[src/rtl/time_display_mux.sv]
// time_display_mux
// Drives a 4-digit multiplexed 7-segment display as "HH:MM" in 12-hour
// form. One digit is lit at a time. The inputs are sampled once per frame,
// so a frame never shows a mix of old and new values. The colon blinks at
// 1 Hz, and any digit that is out of range shows a dash.
// Digit order: an[3] is hour tens, an[2] is hour units (its dp is the
// colon), an[1] is ten-minutes and an[0] is minutes.

module time_display_mux #(
    parameter int SYS_FREQ     = 100000000,
    parameter int REFRESH_HZ   = 1000,
    parameter bit COMMON_ANODE = 1'b1
) (
    input  logic       clk,
    input  logic       rst,
    input  logic [3:0] hour,
    input  logic [3:0] tenmin,
    input  logic [3:0] min,
    input  logic       blank,
    output logic [3:0] an,
    output logic [6:0] seg,
    output logic       dp
);

    localparam int DIV        = SYS_FREQ / REFRESH_HZ;
    localparam int DIV_W      = (DIV > 1) ? $clog2(DIV) : 1;
    localparam int COLON_MAX  = SYS_FREQ / 2 - 1;
    localparam int COLON_W    = (COLON_MAX > 0) ? $clog2(COLON_MAX + 1) : 1;

    localparam logic [DIV_W-1:0]   DIV_LAST   = DIV_W'(DIV - 1);
    localparam logic [COLON_W-1:0] COLON_LAST = COLON_W'(COLON_MAX);

    // Idle levels of the pins. These depend on the display wiring.
    localparam logic [3:0] AN_OFF  = COMMON_ANODE ? 4'hF  : 4'h0;
    localparam logic [6:0] SEG_OFF = COMMON_ANODE ? 7'h7F : 7'h00;
    localparam logic       DP_OFF  = COMMON_ANODE ? 1'b1  : 1'b0;

    localparam logic [3:0] DIGIT_DASH = 4'hF;

    // Segment pattern for one digit, active-high, in gfedcba order.
    // Any value above 9 shows a dash.
    function automatic logic [6:0] seg_code(input logic [3:0] v);
        logic [6:0] c;
        c = 7'h40;
        case (v)
            4'd0:    c = 7'h3F;
            4'd1:    c = 7'h06;
            4'd2:    c = 7'h5B;
            4'd3:    c = 7'h4F;
            4'd4:    c = 7'h66;
            4'd5:    c = 7'h6D;
            4'd6:    c = 7'h7D;
            4'd7:    c = 7'h07;
            4'd8:    c = 7'h7F;
            4'd9:    c = 7'h6F;
            default: c = 7'h40;
        endcase
        return c;
    endfunction

    logic [DIV_W-1:0]   div_cnt_q, div_cnt_d;
    logic [1:0]         idx_q, idx_d;
    logic [COLON_W-1:0] colon_cnt_q, colon_cnt_d;
    logic               colon_q, colon_d;
    logic [3:0]         hour_sh_q, hour_sh_d;
    logic [3:0]         tenmin_sh_q, tenmin_sh_d;
    logic [3:0]         min_sh_q, min_sh_d;
    logic [3:0]         an_q, an_d;
    logic [6:0]         seg_q, seg_d;
    logic               dp_q, dp_d;

    logic               tick;
    logic               colon_wrap;
    logic [3:0]         h_disp;
    logic               hour_bad;
    logic [3:0]         digit_val;
    logic               digit_on;
    logic [3:0]         an_act;
    logic [6:0]         seg_act;
    logic               dp_act;

    // Digit dwell timer. It also moves the scan index: 3, 2, 1, 0, then back to 3.
    always_comb begin
        tick      = (div_cnt_q == DIV_LAST);
        div_cnt_d = tick ? '0 : div_cnt_q + 1'b1;
        idx_d     = tick ? idx_q - 2'd1 : idx_q;
    end

    // Take a snapshot of the time on the last tick of a frame. The next
    // frame, which starts at digit 3, shows these values.
    always_comb begin
        hour_sh_d   = hour_sh_q;
        tenmin_sh_d = tenmin_sh_q;
        min_sh_d    = min_sh_q;
        if (tick && (idx_q == 2'd0)) begin
            hour_sh_d   = hour;
            tenmin_sh_d = tenmin;
            min_sh_d    = min;
        end
    end

    // Half-second timebase that flips the colon.
    always_comb begin
        colon_wrap  = (colon_cnt_q == COLON_LAST);
        colon_cnt_d = colon_wrap ? '0 : colon_cnt_q + 1'b1;
        colon_d     = colon_wrap ? ~colon_q : colon_q;
    end

    // Work out the digit for the current scan position from the snapshot.
    always_comb begin
        h_disp    = (hour_sh_q == 4'd0) ? 4'd12 : hour_sh_q;
        hour_bad  = (hour_sh_q > 4'd11);
        digit_val = 4'd0;
        digit_on  = 1'b1;
        case (idx_q)
            2'd3: begin
                if (hour_bad) begin
                    digit_val = DIGIT_DASH;
                end else if (h_disp >= 4'd10) begin
                    digit_val = 4'd1;
                end else begin
                    digit_on  = 1'b0;
                end
            end
            2'd2: begin
                if (hour_bad) begin
                    digit_val = DIGIT_DASH;
                end else if (h_disp >= 4'd10) begin
                    digit_val = h_disp - 4'd10;
                end else begin
                    digit_val = h_disp;
                end
            end
            2'd1:    digit_val = (tenmin_sh_q > 4'd5) ? DIGIT_DASH : tenmin_sh_q;
            default: digit_val = (min_sh_q > 4'd9) ? DIGIT_DASH : min_sh_q;
        endcase
    end

    // Pin drive in logical (active-high) form. Polarity is flipped only when
    // the value is loaded into the output registers.
    always_comb begin
        an_act  = 4'h0;
        seg_act = 7'h00;
        dp_act  = 1'b0;
        if (!blank) begin
            if (digit_on) begin
                an_act  = 4'b0001 << idx_q;
                seg_act = seg_code(digit_val);
            end
            dp_act = (idx_q == 2'd2) && colon_q;
        end
        an_d  = COMMON_ANODE ? ~an_act  : an_act;
        seg_d = COMMON_ANODE ? ~seg_act : seg_act;
        dp_d  = COMMON_ANODE ? ~dp_act  : dp_act;
    end

    // All state registers, with a synchronous reset.
    always_ff @(posedge clk) begin
        if (rst) begin
            div_cnt_q   <= '0;
            idx_q       <= 2'd0;
            colon_cnt_q <= '0;
            colon_q     <= 1'b1;
            hour_sh_q   <= 4'd0;
            tenmin_sh_q <= 4'd0;
            min_sh_q    <= 4'd0;
            an_q        <= AN_OFF;
            seg_q       <= SEG_OFF;
            dp_q        <= DP_OFF;
        end else begin
            div_cnt_q   <= div_cnt_d;
            idx_q       <= idx_d;
            colon_cnt_q <= colon_cnt_d;
            colon_q     <= colon_d;
            hour_sh_q   <= hour_sh_d;
            tenmin_sh_q <= tenmin_sh_d;
            min_sh_q    <= min_sh_d;
            an_q        <= an_d;
            seg_q       <= seg_d;
            dp_q        <= dp_d;
        end
    end

    assign an  = an_q;
    assign seg = seg_q;
    assign dp  = dp_q;

endmodule

[config.mk]
export PLATFORM = sky130hd
export DESIGN_NAME = time_display_mux
export DESIGN_NICKNAME = d
export VERILOG_FILES = /design/src/rtl/time_display_mux.sv
export SDC_FILE = /design/constraint.sdc
export NUM_CORES = 1
export LEC_CHECK = 0
export ABC_CLOCK_PERIOD_IN_PS = 2100
export BUFFER_PORTS_ARGS = -buffer_cell sky130_fd_sc_hd__clkbuf_2
export CORE_MARGIN = 8
export CORE_UTILIZATION = 36
export DETAILED_ROUTE_END_ITERATION = 8
export PLACE_DENSITY_LB_ADDON = 0.3
export SETUP_SLACK_MARGIN = 0.4
export SLEW_MARGIN = 20
export SYNTH_ARGS = -nofsm -noshare
export SYNTH_HDL_FRONTEND = slang
export SYNTH_SLANG_ARGS = --single-unit
[constraint.sdc]
create_clock -name clk -period 2.1 [get_ports clk]
set_input_delay 0.63 -clock clk [delete_from_list [all_inputs] [get_ports clk]]
set_output_delay 0.63 -clock clk [all_outputs]
set_load 0.01 [all_outputs]
* Yosys cells after proc, flatten, opt, wreduce, memory -nomap -nowiden
Memories as Yosys holds them, arrays and structs flattened.
Cells that the tools add are included.
** Storage, ports and cells
- Memory bits (read-only) :: 112
- Output and inout port bits :: 12
- Bits in latches :: 0
- Memories :: 1
- Flip-flop bits (word level) :: 70
- Word-level logic and storage cells :: 51
- RAM bits :: 0
- Input bits :: 15
** Operators by class
- Bitwise logic cells :: 4
- Add/subtract/negate cells :: 4
- Order comparisons :: 4
- Multiply operators :: 0
- Mux-type cells :: 16
- Div/mod/pow operators :: 0
- Eq/ne operators :: 5
- Shift-type cells :: 1
- Reduce and logical (&&, ||, !) cells :: 6
** Memory list
- (no name shown) :: words 16, bits a word 7, rd ports 1, clocked after Yosys merged registers in 0, wr ports 0, line 45 : case (v)
** Operators with widths (number)
- 4-bit 2-to-1 mux :: 8
- 26-bit by 1-bit adder with 26-bit output (second input constant) :: 1
- 26-bit equality test (second input constant) :: 1
- 17-bit by 1-bit adder with 17-bit output (second input constant) :: 1
- 17-bit equality test (second input constant) :: 1
- 7-bit 2-to-1 mux :: 2
- 4-bit case mux with 3 select lines :: 1
- 4-bit greater-than comparator (second input constant) :: 2
- 7-bit NOT :: 1
- 1-bit 2-to-1 mux :: 5
- 2-bit equality test (second input constant) :: 2
- 4-bit >= comparator (second input constant) :: 1
- 4-bit by 3-bit greater-than comparator with 1-bit output (second input constant) :: 1
- 4-bit zero test :: 1
- 4-bit NOT :: 1
- 2-bit OR reduction :: 2
- 1-bit by 2-bit << shifter with 4-bit output (first input constant) :: 1
- 4-bit subtractor (second input constant) :: 1
- 2-bit by 1-bit equality test with 1-bit output (second input constant) :: 1
- 1-bit logical AND :: 2
- 2-bit zero test :: 1
- 1-bit NOT :: 2
- 2-bit by 1-bit subtractor with 2-bit output (second input constant) :: 1

* Depth between registers and ports, before layout
An unclocked memory read counts as a cell.
- Depth in word-level cells :: 10
- Depth in mapped cells :: 10
- Gate-level depth less buffers :: 10

* Worst setup path before layout
Ideal clock, no wire load.
- Path kind :: reg-to-reg
- Start :: reg idx_q[0]
- End :: reg seg_q[1] (netlist: seg[1])
- Data arrival time :: 1.943 ns
- Period minus slack after synthesis :: 2.017 ns
- Slack :: 0.083 ns
- Setup time :: 0.074 ns
- Stages on the path, launching flop included :: 10
- Cell sequence :: dfxtp_1 > inv_1 > ha_1 > inv_1 > o21ai_0 > o32a_2 > inv_1 > ha_1 > nor2b_1 > o21ai_0
** On the way
- Word-level cells in the longest chain between the ends :: 6
** Ends and longest elaborated chain
- start: declaration :: line 62 : logic [1:0] idx_q, idx_d;
- start signal: assignment :: line 172 : idx_q <= idx_d;
- 2-bit by 1-bit equality test with 1-bit output or 2-bit equality test (tied branches) :: line 115 : case (idx_q)
- 4-bit case mux with 3 select lines :: line 115
- memory read 16 x 7 bit
- 7-bit 2-to-1 mux (*) :: line 146 : if (digit_on) begin
- 7-bit 2-to-1 mux (*) :: line 145 : if (!blank) begin
- 7-bit NOT (*) :: line 153 : seg_d = COMMON_ANODE ? ~seg_act : seg_act;
- end signal: assignment :: line 179 : seg_q <= seg_d;
- end: declaration :: line 69 : logic [6:0] seg_q, seg_d;
Mark *: on every way between the ends. The rest lies on a longest branch, timed or not.
A chain may end at the register's enable or synchronous reset.

* Final worst setup path
- Start :: reg idx_q[0]
- End :: reg seg_q[0] (netlist: seg[0])
Same word-level chain as after synthesis.

==> flow_summary.yaml <==
outcome:
  status: "finished clean"
finish:
  syn_to_final_growth_pct: 35.8
  drive_gt1_frac: 0.390
  finalNetCount: 445
  layout_common_cells: "dfxtp_1, nor2_1, clkbuf_2, buf_4, xor2_1"
  nFillCells: 806
  final_common_cell: "dfxtp_1"
  utilization: 0.502
  antenna_cells: 0
  post-route-cell-area_sq_um: 4360
cts:
  numCtsBuffers: 9
  cts_max_path_buffers: 2
  holdBufCountCts: 0
  h-tree-depth: 3
  clk_pin_slew_ns: 0.08
  cts_tree: "built"
  root_buffer: "clkbuf_8"
  cts_sinks: 70
  clock_latency_ns: 0.35
detailed_routing:
  dr.first_iter.drc_count: 114
  wl_per_cell_um: 13.6
  drt-total-wl_um: 7190
  antenna_left: 0
  drc: 0
  viasPerCell: 4.98
  firstDrtPassIters: 5
  num_vias: 2637
timing:
  fin_ws_ns: 0.184
  final.period_utilization: 0.912
  clock_skew_ns: 0.0152
  slew_violations: 0
  period_minus_slack_ns: 1.92
  rsz0062_at_grt: "true"
  slew_headroom: 0.736
  setup_tns_ns: 0
  fmax_mhz: 522
  setup_viol: 0
  hold_viol_final: 0
  worst_pin_slew_ns: 0.394
global_routing:
  grt_pass1_vias: 2518
  grt_pass1_wl_um: 11600
  grt_max_degree: 24
  grtUsageTotal: 0.113
  grt_overflow: 0
  grt_antenna_before_repair: 0
placement:
  place_area_sq_um: 3580
  dp_slack_ns: 0.0832
  gp_congestion: 0.824
  place_hpwl_um: 4550
  io_buffer_count: 26
setup_path:
  crit_fanout: 6
  start_kind: "flop"
  crit_path_max_incr_delay_ns: 0.41
  crit_chain: "inv_4 -> ha_4 -> a22oi_2 -> nand2_1 -> o32a_4 -> buf_4 -> buf_6 -> ha_4 -> nand2_2 -> a31oi_1"
  end_kind: "flop"
  required_ns: 2.33
  cpMostUsedCell: "ha_4"
  cpMaxStageDelayCell: "dfxtp_4"
  worst-setup-path-type: "flop to flop"
  worst_ep_arrival_time_ns: 2.15
logic_synthesis:
  synthFlopType: "dfxtp_1"
  syn-instance-count: 354
  synthSimpleGateAreaFrac: 0.263
  synth-seq-cells: 70
  yosysUniqueCellTypes: 50
  ys_seq_area_frac: 0.437
  synth_area_sq_um: 3210
  synth_xor_xnor_area_share: 0.109
  synth_fp_nets: 383
  synth-compound-area-share: 0.0620
  synthMuxAreaShare: 0.0405
  avgSynthCellArea_sq_um: 9.07
  yosysWarnings: 0
  async_flop_share: 0
  synth_fa_ha_area_frac: 0.0546
  synth_edf_count: 0
  synth_top_family_by_area: "simple AND/OR/NAND/NOR gates"
power_and_ir_drop:
  leakage_nw: 1.58
  powerDensity_nw_per_um2: 608
  power_mw: 2.65
  vdd_drop_max_uv: 233
floorplanning:
  initial_core_util: 0.370
  die_h_um: 110
  num_io_pins: 27
  rows: 34
  fp.dieW_um: 110
  dieArea_sq_um: 12200
  core_sq_um: 8680
job:
  maxCapViolations: 0
min_path:
  hold_path.class: "flop to flop"
## power breakdown
part	internal, mW	switching [mW]	leakage, nW
registers	1.34	0.0134	0.574
clock network	0.656	0.516	0.112
logic	0.0562	0.0629	0.891
total	2.05	0.593	1.58
## synth_stat cells, drive strengths merged (3+ instances only)
cell     n  area share
a21oi    5      0.0078
a31oi    4      0.0078
and2     4      0.0078
and3     5      0.0097
and4     7       0.019
buf      7       0.017
clkbuf   3      0.0039
dfxtp   70        0.44
ha      14       0.055
inv     11       0.013
mux2i   13       0.041
nand2   24       0.028
nand3   23       0.036
nand4    7       0.014
nor2    70       0.082
nor2b    4      0.0078
nor3     4       0.011
nor3b    3      0.0070
nor4     4       0.014
o21ai    9       0.014
or4      3      0.0082
xnor2   15       0.041
xor2    25       0.068
## layout make-up
class / count / area, sq um / share of cell area
sequential: 70 / 1430 / 0.327
clock buffer: 12 / 166 / 0.0382
timing repair buffer: 58 / 419 / 0.0962
clock inverter: 4 / 52.6 / 0.0121
inverter: 11 / 51.3 / 0.0118
tap: 108 / 135 / 0.0310
multi-input combinational: 266 / 2110 / 0.484
## flip-flops by register name, indices dropped and copies added, names as in the netlist
name	cells
an	4
colon_cnt_q	26
colon_q	1
div_cnt_q	17
dp	1
hour_sh_q	4
idx_q	2
min_sh_q	4
seg	7
tenmin_sh_q	4
## through the flow
stage / hold slack, ns / cells
after floorplan: 0.380 / 354
after global placement: 0.405 / 484
after detailed placement: 0.407 / 484
after CTS: 0.418 / 515
after global routing: 0.450 / 529
final: 0.442 / 529
## critical path, delay by kind of cell (launching register included)
family	cells	cell delay, ns
buf+inv	3	0.33
compound gates	3	0.60
simple gates	2	0.15
flops	1	0.41
fa+ha+maj	2	0.33
## logic make-up (layout without fill, tap and decap cells)
logic type,after synthesis,after routing
and+or+nand+nor,166,169
adders and majority gates,14,14
xor gates and xnor gates,40,40
muxes,13,13
AOI/OAI and AO/OA,30,30
buffers and inverters,21,85
DFF,70,70
## layer usage
metal / GRT usage / share of wire / vias up
met4: 0.0622 / 0.020 / 0
met5: 0 / 0 / -
met2: 0.178 / 0.47 / 53
met1: 0.137 / 0.47 / 1234
met3: 0.0314 / 0.039 / 11
li1: - / - / 1339
## path summary, 6_finish.rpt
kind | startpoint | end | slack (ns) | cells after the start
max reg2reg | idx_q[0]$_SDFFE_PP0N_ | seg[0]$_SDFF_PP1_ | 0.18 | 10
max | idx_q[0]$_SDFFE_PP0N_ | seg[0]$_SDFF_PP1_ | 0.18 | 10
min | colon_cnt_q[0]$_SDFF_PP0_ | colon_cnt_q[0]$_SDFF_PP0_ | 0.44 | 1
min reg2reg | colon_cnt_q[0]$_SDFF_PP0_ | colon_cnt_q[0]$_SDFF_PP0_ | 0.44 | 1
## timing repair
| item | CTS | global route |
|---|---|---|
| pin swaps | 14 | 53 |
| setup buffers | 11 | 14 |
| gates resized for setup | 29 | 68 |
| endpoints found under the setup margin | 61 | 63 |
| gates cloned | 4 | 0 |
(Power assumes the default switching activity.)
